<file path="config.mk">
export PLATFORM = sky130hd
export DESIGN_NAME = gcc_poll_tx
export DESIGN_NICKNAME = d
export VERILOG_FILES = /design/src/rtl/gcc_poll_tx.sv
export SDC_FILE = /design/constraint.sdc
export NUM_CORES = 1
export LEC_CHECK = 0
export CAP_MARGIN = 10
export CELL_PAD_IN_SITES_DETAIL_PLACEMENT = 1
export CELL_PAD_IN_SITES_GLOBAL_PLACEMENT = 1
export CORE_ASPECT_RATIO = 0.8
export CORE_UTILIZATION = 30
export CTS_BUF_LIST = sky130_fd_sc_hd__clkbuf_16
export DETAILED_ROUTE_END_ITERATION = 6
export DONT_BUFFER_PORTS = 1
export HOLD_SLACK_MARGIN = 0.12
export PLACE_DENSITY = 0.57
export REMOVE_ABC_BUFFERS = 1
export SETUP_SLACK_MARGIN = 0.2
export SLEW_MARGIN = 0
export SYNTH_ARGS = -nofsm -noshare
export SYNTH_HDL_FRONTEND = slang
export SYNTH_SLANG_ARGS = --single-unit
</file>
<file path="constraint.sdc">
create_clock -name clk -period 2.7 [get_ports clk]
set_clock_uncertainty 0.2 [all_clocks]
set_input_delay 0.54 -clock clk [delete_from_list [all_inputs] [get_ports clk]]
set_output_delay 0.54 -clock clk [all_outputs]
set_load 0.05 [all_outputs]
</file>
<file path="src/rtl/gcc_poll_tx.sv">
// GameCube controller poll transmitter: sends the 24-bit poll command and a stop bit, then holds the line released for the response window.
// Optional GCC_AUTO_POLL_EN adds a free-running period counter that issues polls on its own.
`timescale 1ns/1ps
module gcc_poll_tx #(
    parameter int CLKS_PER_US    = 50,
    parameter int RESP_WINDOW_US = 400,
    parameter int POLL_PERIOD_US = 1000,
    parameter int TIMER_W        = 16
) (
    input  logic clk,
    input  logic reset,
    input  logic start,
    input  logic rumble,
    input  logic line_in,
    output logic line_oe,
    output logic enable,
    output logic busy,
    output logic done
);

    typedef enum logic [2:0] {
        IDLE,
        BIT_LOW,
        BIT_HIGH,
        STOP_LOW,
        RESP_WAIT
    } state_t;

    localparam logic [TIMER_W-1:0] LAST_1US  = TIMER_W'(CLKS_PER_US - 1);
    localparam logic [TIMER_W-1:0] LAST_3US  = TIMER_W'(3 * CLKS_PER_US - 1);
    localparam logic [TIMER_W-1:0] LAST_RESP = TIMER_W'(RESP_WINDOW_US * CLKS_PER_US - 1);

    state_t             state;
    state_t             state_next;
    logic [TIMER_W-1:0] timer;
    logic [4:0]         bit_idx;
    logic               rumble_q;
    logic [23:0]        cmd;
    logic               cur_bit;
    logic               request;
    logic               accept;
    logic               done_next;

    assign cmd     = {8'h40, 8'h03, 7'b0, rumble_q};
    assign cur_bit = cmd[bit_idx];

`ifdef GCC_AUTO_POLL_EN
    localparam logic [TIMER_W-1:0] LAST_POLL = TIMER_W'(POLL_PERIOD_US * CLKS_PER_US - 1);

    logic [TIMER_W-1:0] poll_cnt;
    logic               poll_trig;
    logic               poll_pending;

    assign poll_trig = (poll_cnt == LAST_POLL);
    assign request   = start | poll_trig | poll_pending;

    // A trigger that lands while busy (or while the line is held low) waits here until accepted.
    always_ff @(posedge clk) begin
        if (reset) begin
            poll_cnt     <= '0;
            poll_pending <= 1'b0;
        end else begin
            if (accept || poll_trig)
                poll_cnt <= '0;
            else
                poll_cnt <= poll_cnt + 1'b1;

            if (accept)
                poll_pending <= 1'b0;
            else if (poll_trig)
                poll_pending <= 1'b1;
        end
    end
`else
    assign request = start;
`endif

    always_comb begin
        state_next = state;
        accept     = 1'b0;
        done_next  = 1'b0;
        case (state)
            IDLE: begin
                if (request && line_in) begin
                    accept     = 1'b1;
                    state_next = BIT_LOW;
                end
            end
            BIT_LOW: begin
                if (timer == (cur_bit ? LAST_1US : LAST_3US))
                    state_next = BIT_HIGH;
            end
            BIT_HIGH: begin
                if (timer == (cur_bit ? LAST_3US : LAST_1US))
                    state_next = (bit_idx == 5'd0) ? STOP_LOW : BIT_LOW;
            end
            STOP_LOW: begin
                if (timer == LAST_1US)
                    state_next = RESP_WAIT;
            end
            RESP_WAIT: begin
                if (timer == LAST_RESP) begin
                    state_next = IDLE;
                    done_next  = 1'b1;
                end
            end
            default: state_next = IDLE;
        endcase
    end

    // Outputs are registered from the next state so they line up exactly with the state they describe.
    always_ff @(posedge clk) begin
        if (reset) begin
            state    <= IDLE;
            timer    <= '0;
            bit_idx  <= 5'd0;
            rumble_q <= 1'b0;
            line_oe  <= 1'b0;
            enable   <= 1'b0;
            busy     <= 1'b0;
            done     <= 1'b0;
        end else begin
            state <= state_next;

            if (state_next != state || state == IDLE)
                timer <= '0;
            else
                timer <= timer + 1'b1;

            if (accept) begin
                rumble_q <= rumble;
                bit_idx  <= 5'd23;
            end else if (state == BIT_HIGH && state_next == BIT_LOW) begin
                bit_idx <= bit_idx - 1'b1;
            end

            line_oe <= (state_next == BIT_LOW) || (state_next == STOP_LOW);
            enable  <= (state_next == BIT_LOW) || (state_next == BIT_HIGH) ||
                       (state_next == STOP_LOW);
            busy    <= (state_next != IDLE);
            done    <= done_next;
        end
    end

endmodule

</file>
# == Word level (Yosys, flattened, before mapping) ==
# Index checks and enable logic that the tools add are counted.
# Widths: inputs -> output; s select.
# word_totals
ff_bits,29
output_inout_bits,4
elab_cells,54
# classes
add_sub_neg,2
magnitude_cmp,1
n_eq_ne,12
mux,16
bitwise,1
n_reduce_logical,13
# op_table
cell,count
$eq 16x8->1,2
$add 16x1->16 const B,1
$eq 16x15->1 const B,1
$eq 16x6->1 const B,1
$mux 8,2
$mux 3,5
$pmux 3 s5,1
$eq 3x2->1 const B,4
$mux 5,2
$eq 3x1->1 const B,2
$lt 5x6->1 const B,1
$reduce_or 2->1,3
$bmux 1 s5,1
$logic_not 5->1,1
$sub 5x1->5 const B,1
$logic_or 1x1->1,4
$mux 1,4
$eq 3x3->1 const B,1
$logic_not 3->1,1
$ne 3x3->1,1
$reduce_bool 3->1,1
$logic_and 1x1->1,2
$mux 2,1
$reduce_bool 2->1,1
$not 1->1,1

# == Logic depth before layout (Yosys ltp) ==
# Gate-level depths: netlist (run 1).
# depth
depth_word,10
mapped_depth,9

# == Worst setup path before layout (run 1) ==
# OpenSTA, ideal clock, no wires.
# synth_timing
path_type,register to register
startpoint,reg bit_idx[0]
endpoint,reg timer[0]
setup_time_ns,0.072
arrival_ns,1.995
required_ns,2.428
path_slack_ns,0.434
path_stages_with_launch,8
n_path_buf,0
period_less_slack_ns,2.266
cell_sequence,dfxtp_1 > inv_1 > ha_1 > nand4b_1 > nor3b_1 > o21ai_2 > a2111oi_4 > mux2i_1
# synth_via
elab_chain_len,9
elab_cells_between_ends,14
cone_classes,eq/ne (3); mux (8); reduce/logical (3)
# synth_rtl
item,line,text
from (decl),36,logic [4:0] bit_idx;
from (signal assigned),134,bit_idx <= bit_idx - 1'b1;
$bmux 1 s5,45,assign cur_bit = cmd[bit_idx];
$mux 1 (not written as such),45,
$mux 8 (on tied branches),"94, 90",
$eq 16x8->1 (on tied branches),"94, 90",
$mux 3 (on tied branches),"94, 90",
$pmux 3 s5 (*),82,case (state)
$ne 3x3->1 (*),125,if (state_next != state || state == IDLE)
$logic_or 1x1->1 (*),125,
$reduce_or 2->1 (no line) (*),-,
to (signal assigned),128,timer <= timer + 1'b1;
to (decl),35,logic [TIMER_W-1:0] timer;
# Every way passes the cells marked *; elsewhere a longest branch is shown, timed or not. The select of a mux whose other input is x is not followed.
# A chain may end at the register's enable or synchronous reset.

# == Worst setup path after layout (run 1) ==
# layout_timing
startpoint,reg timer[9]
endpoint,reg bit_idx[3]
# layout_via
elab_chain_len,5
elab_cells_between_ends,11
cone_classes,eq/ne (5); mux (5); reduce/logical (1)
# layout_rtl
item,line,text
$eq 16x15->1 (tied with other cells),102,if (timer == LAST_RESP) begin
$mux 3 (on tied branches),-,
$pmux 3 s5 (*),82,
$eq 3x1->1 (*),133,end else if (state == BIT_HIGH && state_next == BIT_LOW) begin
$logic_and 1x1->1 (*),133,
# Every way passes the cells marked *; elsewhere a longest branch is shown, timed or not.

==> impl_metrics.toml, run 1 <==
[status]
status = "complete, no violations"

[place]
dpl.hpwl_um = 3120
placedCellCount = 283
placed_cell_area_sq_um = 1800
gp_congestion = 0.758
port_buffers = 0

[sta]
report.final.hold_viol_count = 0
min_period_ns = 2.33
drv_slew = 0
fin_crit_sh_pct = 86.3
max_freq_ghz = 0.429
setup_viol_count_final = 0
rsz0062_at_grt = "true"
relSlewSlack_pct = 50.5
tightest_slew_ns = 0.742
fin_setup_tns_ns = 0

[synth]
synth_compound_area_share_pct = 10.7
netlist_instances = 209
synthTopCellsByArea = "dfxtp_1, nand2_1, nand3_1, xnor2_1, mux2i_1"
synth_ff_type = "dfxtp_1"
ys_seq_area_share_pct = 34.0
synth_simple_gate_area_share_pct = 35.4
synth-xor-area-share_pct = 8.22
muxShareOfSynthArea_pct = 4.77
avgSynthCellArea_sq_um = 8.16
syn_area_sq_um = 1710
yosysUniqueCellTypes = 47
async_reset_ff_share_pct = 0
synthAdderAreaFrac_pct = 3.67
yosysTopAreaCell = "dfxtp_1"
synth_top_family_by_area = "simple AND/OR/NAND/NOR gates"
ys_ff_latch = 29
synth.top_cell.area_share_pct = 34.0
synth_edf_count = 0
synth_warnings = 0

[final_layout]
diodes = 0
layout.nets = 222
syn_to_final_growth_pct = 14.4
nFillCells = 671
regArea_sq_um = 581
multiInputGateArea_sq_um = 1080
drive_gt1_share_pct = 11.3
final_area_sq_um = 1950
final_cells = 290

[clock_tree]
postCtsSetupBuffers = 0
clk_pin_slew_worst_paths_ns = 0.05
clock_latency_ns = 0.27
cts_tree = "done"
numCtsBuffers = 5
ctsHoldBuffers = 0
clock_path_buffers = 2
cts_sinks = 29
root_buffer = "clkbuf_16"
post_cts_resized = 1
ctsHtreeMaxLevel = 2

[drt]
drt-total-wl_um = 4250
route.vias.total = 1448
drtPass1Iterations = 4
viasPerCell = 4.99
route.antenna.remaining_nets = 0
drtIter0Drc = 61
drc = 0
wire_per_inst_um = 14.7

[critical_path]
slowest_delay_ns = 0.39
arrival_ns = 2.31
crit_family = "simple AND/OR/NAND/NOR gates"
critPathRequiredTime_ns = 2.68
path_buf_inv = 0
cpMaxStageDelayCell = "or3_1"
cp-start-kind = "register"
crit_fanout = 5
end_kind = "register"
crit_chain = "nor4_2 -> and4_2 -> and2_1 -> o211ai_1 -> or3_1 -> a211oi_1"
critPathKind = "register to register"

[floorplanning]
core_sq_um = 5470
die_height_um = 69.4
die_x_um = 86.3
start_util_pct = 31.2
pin_count = 9
rows = 24
dieArea_sq_um = 5990

[power]
power_density_nw_per_um2 = 573
p_leak_nw = 0.769
peakVddDrop_v = 0.000272

[grt]
grt_pass1_vias = 1479
grt_pass1_wl_um = 7200
track_usage_pct = 15.6
grt.overflow.total = 0
grt_max_degree = 18
antenna_found_initial = 0

[hold_path]
worstHoldPathType = "primary input to register"

[run]
drv_cap = 0
==> metal layers <==
layer / wire, um / GRT usage [%] / part of all wire, % / vias up
met2: 1780 / 22.8 / 42 / 13
li1: - / - / - / 736
met1: 2300 / 21.9 / 54 / 695
met4: 59 / 6.11 / 1.4 / 0
met5: 0 / 0 / 0 / -
met3: 110 / 3.81 / 2.6 / 4
==> where the power goes <==
part / switching, mW / leakage, nW / internal [mW] / total [mW]
registers: 0.0415 / 0.235 / 0.447 / 0.489
clock network: 0.172 / 0.0685 / 0.327 / 0.500
logic: 0.0742 / 0.465 / 0.0544 / 0.129
total: 0.288 / 0.769 / 0.829 / 1.12
==> path summary, 6_finish.rpt <==
kind / from / end / slack [ns] / cells past startpoint
worst min-delay path: reset / bit_idx[4]$_SDFFE_PP0P_ / 0.14 / 1
worst max-delay path: timer[9]$_SDFF_PP0_ / bit_idx[3]$_SDFFE_PP0P_ / 0.37 / 6
worst max register to register: timer[9]$_SDFF_PP0_ / bit_idx[3]$_SDFFE_PP0P_ / 0.37 / 6
worst min register to register: rumble_q$_SDFFE_PP0P_ / rumble_q$_SDFFE_PP0P_ / 0.25 / 2
==> per-stage QoR <==
stage | power [mW] | util, % | worst slack (ns) | hold slack [ns]
after floorplan | 0.581 | - | 0.433 | 0.226
after global placement | 0.617 | 33.0 | 0.171 | 0.240
after detailed placement | 0.622 | 33.0 | -0.0271 | 0.247
after CTS | 1.13 | 35.5 | 0.265 | 0.129
after global routing | 1.17 | 35.7 | 0.199 | 0.131
final | 1.12 | 35.7 | 0.371 | 0.135
==> registers in the layout, summed over array words and instances (netlist names) <==
name,flops
timer,16
bit_idx,5
state,3
busy,1
done,1
enable,1
line_oe,1
rumble_q,1
==> final cells by class <==
cell class,count,share of cell area [%]
inverter,6,1.15
tap,78,5.00
timing repair buffer,4,1.73
clock inverter,2,0.385
sequential,29,29.8
multi-input combinational,166,55.5
clock buffer,5,6.41
==> Yosys cell counts, types with 2 or more instances <==
cell / count
a21oi_1: 9
a31oi_1: 2
and2_1: 2
and3_1: 5
and4_1: 2
clkbuf_1: 7
dfxtp_1: 29
ha_1: 5
inv_1: 6
mux2i_1: 7
nand2_1: 34
nand2b_1: 6
nand3_1: 21
nand4_1: 3
nor2_1: 10
nor2b_1: 4
nor3_1: 4
nor3b_1: 4
o211ai_1: 2
o21a_1: 2
o21ai_0: 3
or3_1: 3
xnor2_1: 12
xor2_1: 4
==> cells by family (layout without fill, tap and decap cells) <==
kind of cell / count (synthesis) / after routing
muxes: 8 / 8
AOI/OAI and AO/OA: 26 / 26
buffers and inverters: 14 / 17
and+or+nand+nor: 111 / 111
xor gates and xnor gates: 16 / 16
adders and majority gates: 5 / 5
DFF: 29 / 29
==> cells in the final DEF, fill, tap and decap left out, drive strengths merged, types with 5 or more instances in the layout <==
cell / n
inv: 7
ha: 5
nand2: 34
and3: 6
clkbuf: 5
mux2i: 7
xnor2: 12
o21ai: 5
dfxtp: 29
a21oi: 9
nand2b: 6
nor2: 11
nand3: 21
(Power assumes the default switching activity.)
==> run 2: changes to the inputs <==
==> constraint.sdc (replaced) <==
create_clock -name clk -period 2.7 [get_ports clk]
set_clock_uncertainty 0.2 [all_clocks]
set_input_delay 0.135 -clock clk [delete_from_list [all_inputs] [get_ports clk]]
set_output_delay 0.135 -clock clk [all_outputs]
set_load 0.05 [all_outputs]
==> run 2 against run 1 <==
  * Core utilization grew 0.78 points
  * Count of clock-buffer cells in the layout unchanged
  * Sequential share of layout area down 0.51 points
  * Hold slack about the same
  * First-iteration DRC count fell by 8.2%
  * Wire length is 0.78% higher
  * Largest power group unchanged
==> impl_metrics.toml, run 2 (synthesis results as in run 1) <==
[sta]
rsz0062_at_grt = "true"
setup_viol_count_final = 0
max_freq_ghz = 0.428
fin_crit_sh_pct = 86.6
fin_setup_tns_ns = 0
tightest_slew_ns = 0.740
min_period_ns = 2.34
relSlewSlack_pct = 50.6
report.final.hold_viol_count = 0
drv_slew = 0

[critical_path]
crit_fanout = 9
slowest_delay_ns = 0.57
cpMaxStageDelayCell = "dlygate4sd3_1"
ff2ff_path_depth = 7
reg2reg_to = "timer[4]$_SDFF_PP0_"
arrival_ns = 2.33
cp-start-kind = "register"
critPathKind = "register to register"
critPathRequiredTime_ns = 2.69
worst_path_most_repeated_cell = "nor2_1"
crit_chain = "nor2_1 -> nand3_1 -> dlygate4sd3_1 -> nor2_1 -> a2111oi_4 -> buf_6 -> mux2i_1"
end_kind = "register"
r2r_slack_ns = 0.36
r2r_start = "state[0]$_SDFF_PP0_"

[drt]
drt-total-wl_um = 4280
route.antenna.remaining_nets = 0
wire_per_inst_um = 14.6
drtIter0Drc = 56
drtPass1Iterations = 4
viasPerCell = 4.97
route.vias.total = 1461
drc = 0

[final_layout]
diodes = 0
layout_common_cells = "nand2_1, dfxtp_1, nand3_1, xnor2_1, nor2_1"
nFillCells = 668
layout.nets = 226
regMostFlops = "timer"
regArea_sq_um = 583
final_area_sq_um = 1990
largestRegisters = "timer: 16 flops, bit_idx: 5 flops, state: 3 flops"
final_common_cell = "nand2_1"
syn_to_final_growth_pct = 16.9
drive_gt1_share_pct = 12.0
largest_reg_flops = 16
multiInputGateArea_sq_um = 1080

[place]
gp_congestion = 0.758
placed_cell_area_sq_um = 1800
dpl.hpwl_um = 3120
port_buffers = 0

[clock_tree]
clock_path_buffers = 2
root_buffer = "clkbuf_16"
cts_sinks = 29
clock_latency_ns = 0.27
cts_tree = "done"
numCtsBuffers = 5
clk_pin_slew_worst_paths_ns = 0.05
ctsHtreeMaxLevel = 2

[hold_path]
min_to = "timer[10]$_SDFF_PP0_"
hp-start = "reset"
holdPathStages = 5
worstHoldPathType = "primary input to register"

[grt]
grt_pass1_vias = 1479
grt_pass1_wl_um = 7220
track_usage_pct = 15.7
grt.overflow.total = 0
grt_max_degree = 17
antenna_found_initial = 0

[floorplanning]
dieArea_sq_um = 5990
die_height_um = 69.4
start_util_pct = 31.2
rows = 24
die_x_um = 86.3
core_sq_um = 5470
pin_count = 9

[status]
status = "complete, no violations"

[power]
power.total_mw = 1.13
power_density_nw_per_um2 = 566
p_leak_nw = 0.785
peakVddDrop_v = 0.000272

[run]
drv_cap = 0
[run 2: cell count changes in the layout (fill, tap and decap cells not counted), sizes merged]
cell / delta
dlygate4sd3: +4
[run 2: what timing repair did]
item | in CTS | in global routing
endpoints found under the setup margin | 16 | 9
hold buffers | 4 | 0
resized for setup | 1 | 6
setup buffers | 0 | 0
hold endpoints to repair | 29 | 0
[run 2: layer usage]
layer  GRT usage (%)  routed length [um]  up-vias
li1                -                   -      744
met1            22.0                2300      695
met2            23.0                1790       18
met3            3.69                 133        4
met4            6.11                  55        0
met5               0                   0        -
[run 2: worst max path at each step]
stage	startpoint	end	slack, ns	cells past startpoint
after floorplan	bit_idx[0]$_SDFFE_PP0P_	timer[2]$_SDFF_PP0_	0.43	7
after global placement	timer[0]$_SDFF_PP0_	timer[3]$_SDFF_PP0_	0.17	7
after detailed placement	timer[0]$_SDFF_PP0_	timer[4]$_SDFF_PP0_	-0.03	7
after CTS	state[0]$_SDFF_PP0_	timer[4]$_SDFF_PP0_	0.22	7
after global routing	timer[0]$_SDFF_PP0_	timer[4]$_SDFF_PP0_	0.20	7
final	state[0]$_SDFF_PP0_	timer[4]$_SDFF_PP0_	0.36	7
[run 2: per-stage QoR]
step,hold slack (ns),worst slack [ns],cells,util (%)
final,0.135,0.362,294,36.5
after global routing,0.176,0.199,294,36.5
after CTS,0.133,0.222,294,36.2
after detailed placement,0.00848,-0.0271,283,33.0
after global placement,0.00598,0.171,283,33.0
after floorplan,0.00407,0.433,201,-
[run 2: final cells by class]
cell class | count | area share (%)
multi-input cells | 166 | 54.4
flip-flops and latches | 29 | 29.3
clock buffers | 5 | 6.28
well taps | 78 | 4.90
repair buffers | 8 | 3.70
inverters | 6 | 1.13
clock inverters | 2 | 0.377
[run 2: report_power, final]
part	switching (mW)	internal [mW]	leakage, nW
combinational	0.0787	0.0588	0.480
sequential	0.0414	0.448	0.236
clock	0.173	0.328	0.0685
total	0.293	0.834	0.785
[run 2: critical path, delay by kind of cell (launching register included)]
kind	cells	cell delay [ns]
buffers and inverters	2	0.78
AND/OR/NAND/NOR	3	0.28
AO/OA/AOI/OAI	1	0.37
multiplexers	1	0.22
flip-flops	1	0.40
==> run 3: changes to the inputs <==
Settings changed: PLACE_DENSITY 0.57 to not set, PLACE_DENSITY_LB_ADDON set to 0.1, RECOVER_POWER set to 50.
==> run 3 against run 2 <==
  * Critical path depth is 1 higher
  * Clock power is 4% higher
  * Global-route usage is 1.4 points higher
  * Non-clock buffer count is 1 higher
  * Maximum frequency is 0.32% lower
  * Register-to-register slack hardly changed
  * Sequential cell count stayed put
  * Combinational power is 3% higher
  * Via count is 2.5% higher
  * Sequential share of layout area is 0.36 points lower
  * Critical path type unchanged
  * Largest cell class unchanged
==> impl_metrics.toml, run 3 (synthesis results as in run 1) <==
[final_layout]
largestRegisters = "timer: 16 flops, bit_idx: 5 flops, state: 3 flops"
drive_gt1_share_pct = 11.9
final_area_sq_um = 2010
regMostFlops = "timer"
layout_common_cells = "nand2_1, dfxtp_1, nand3_1, xnor2_1, nor2_1"
final_util_pct = 36.8
syn_to_final_growth_pct = 17.8
diodes = 0
largest_reg_flops = 16
layout.nets = 227
final_common_cell = "nand2_1"

[floorplanning]
die_x_um = 86.3
die_height_um = 69.4
pin_count = 9
start_util_pct = 31.2
core_sq_um = 5470
dieArea_sq_um = 5990
rows = 24

[drt]
drtPass1Iterations = 4
drc = 0
route.antenna.remaining_nets = 0
wire_per_inst_um = 15.3
drtIter0Drc = 36
drt-total-wl_um = 4540
viasPerCell = 5.06
route.vias.total = 1497

[clock_tree]
clk_pin_slew_worst_paths_ns = 0.05
postCtsSetupBuffers = 0
cts_tree = "done"
clock_path_buffers = 2
ctsHtreeMaxLevel = 2
root_buffer = "clkbuf_16"
numCtsBuffers = 5
clock_latency_ns = 0.27
cts_sinks = 29

[power]
p_leak_nw = 0.792
switching_share_pct = 27.0
power_density_nw_per_um2 = 572
peakVddDrop_v = 0.000334
clockPowerShare_pct = 45.3
intPower_mw = 0.839
power.net_switching_mw = 0.311
seq_power_share_pct = 42.4
power_frac_comb_pct = 12.3

[grt]
grt_pass1_wl_um = 7860
track_usage_pct = 17.0
antenna_found_initial = 0
grt_max_degree = 17
grt.overflow.total = 0
grt_pass1_vias = 1590

[sta]
report.final.hold_viol_count = 0
drv_slew = 0
min_period_ns = 2.35
fin_hold_ws_ns = 0.119
relSlewSlack_pct = 57.1
setup_viol_count_final = 0
rsz0062_at_grt = "false"
fin_setup_tns_ns = 0
tightest_slew_ns = 0.642
fin_crit_sh_pct = 86.9
max_freq_ghz = 0.426

[place]
gp_congestion = 0.814
dpl.hpwl_um = 3290
port_buffers = 0
placed_cell_area_sq_um = 1800

[run]
drv_cap = 0

[status]
status = "complete, no violations"

[critical_path]
critPathKind = "register to register"
arrival_ns = 2.34
crit_fanout = 9
end_kind = "register"
cp-start-kind = "register"
critPathRequiredTime_ns = 2.70

[hold_path]
worstHoldPathType = "primary input to register"
## run 3: cell types whose count changed in the layout (fill, tap and decap cells not counted), sizes merged
cell | previous run | this run
buf | 4 | 3
inv | 7 | 6
clkinv | 1 | 3
clkbuf | 5 | 6
dlygate4sd3 | 4 | 5
## run 3: stage by stage
step,worst slack [ns],power [mW],cells
2_1_floorplan,0.433,0.581,201
3_3_place_gp,0.371,0.623,283
3_5_place_dp,0.313,0.627,283
4_1_cts,0.291,1.16,296
5_1_grt,0.199,1.21,296
6_report,0.354,1.15,296
## run 3: power groups by stage
stage | logic [mW] | registers (mW) | clock network (mW)
3_5_place_dp | 0.131 | 0.496 | 0
3_3_place_gp | 0.127 | 0.496 | 0
4_1_cts | 0.142 | 0.487 | 0.535
5_1_grt | 0.157 | 0.491 | 0.561
2_1_floorplan | 0.0911 | 0.490 | 0
6_report | 0.141 | 0.488 | 0.520
## run 3: repair_timing
action	CTS	global route
hold buffers	5	0
endpoints found under the hold margin	29	0
setup endpoints to repair	0	8
resized for setup	0	5
## run 3: metal layers
metal	global-route usage, %	wire, um	share of wire, %
met1	24.8	2330	51
met5	0	0	0
met2	24.9	2030	45
met3	4.64	139	3.1
met4	4.07	39	0.86
## run 3: worst paths after layout
path	startpoint	cells after the start	endpoint	slack [ns]
setup / recovery	bit_idx[0]$_SDFFE_PP0P_	8	timer[7]$_SDFF_PP0_	0.35
hold / removal	reset	5	timer[14]$_SDFF_PP0_	0.12
setup reg to reg	bit_idx[0]$_SDFFE_PP0P_	8	timer[7]$_SDFF_PP0_	0.35
hold reg to reg	bit_idx[4]$_SDFFE_PP0P_	2	bit_idx[4]$_SDFFE_PP0P_	0.35
## run 3: cell type report
type,count,area [sq um]
Clock buffer,5,125
Clock inverter,3,12.5
Fill cell,676,3460
Inverter,6,22.5
Multi-Input combinational cell,166,1090
Sequential cell,29,581
Tap cell,78,97.6
Timing Repair Buffer,9,77.6
## run 3: critical path: stages (launching register included)
cell and delay (ns):
dfxtp_1 0.38, inv_1 0.12, ha_1 0.21, nand4b_1 0.20, nor3b_2 0.27, o21ai_2 0.10, a2111oi_4 0.33, buf_4 0.25
mux2i_1 0.20
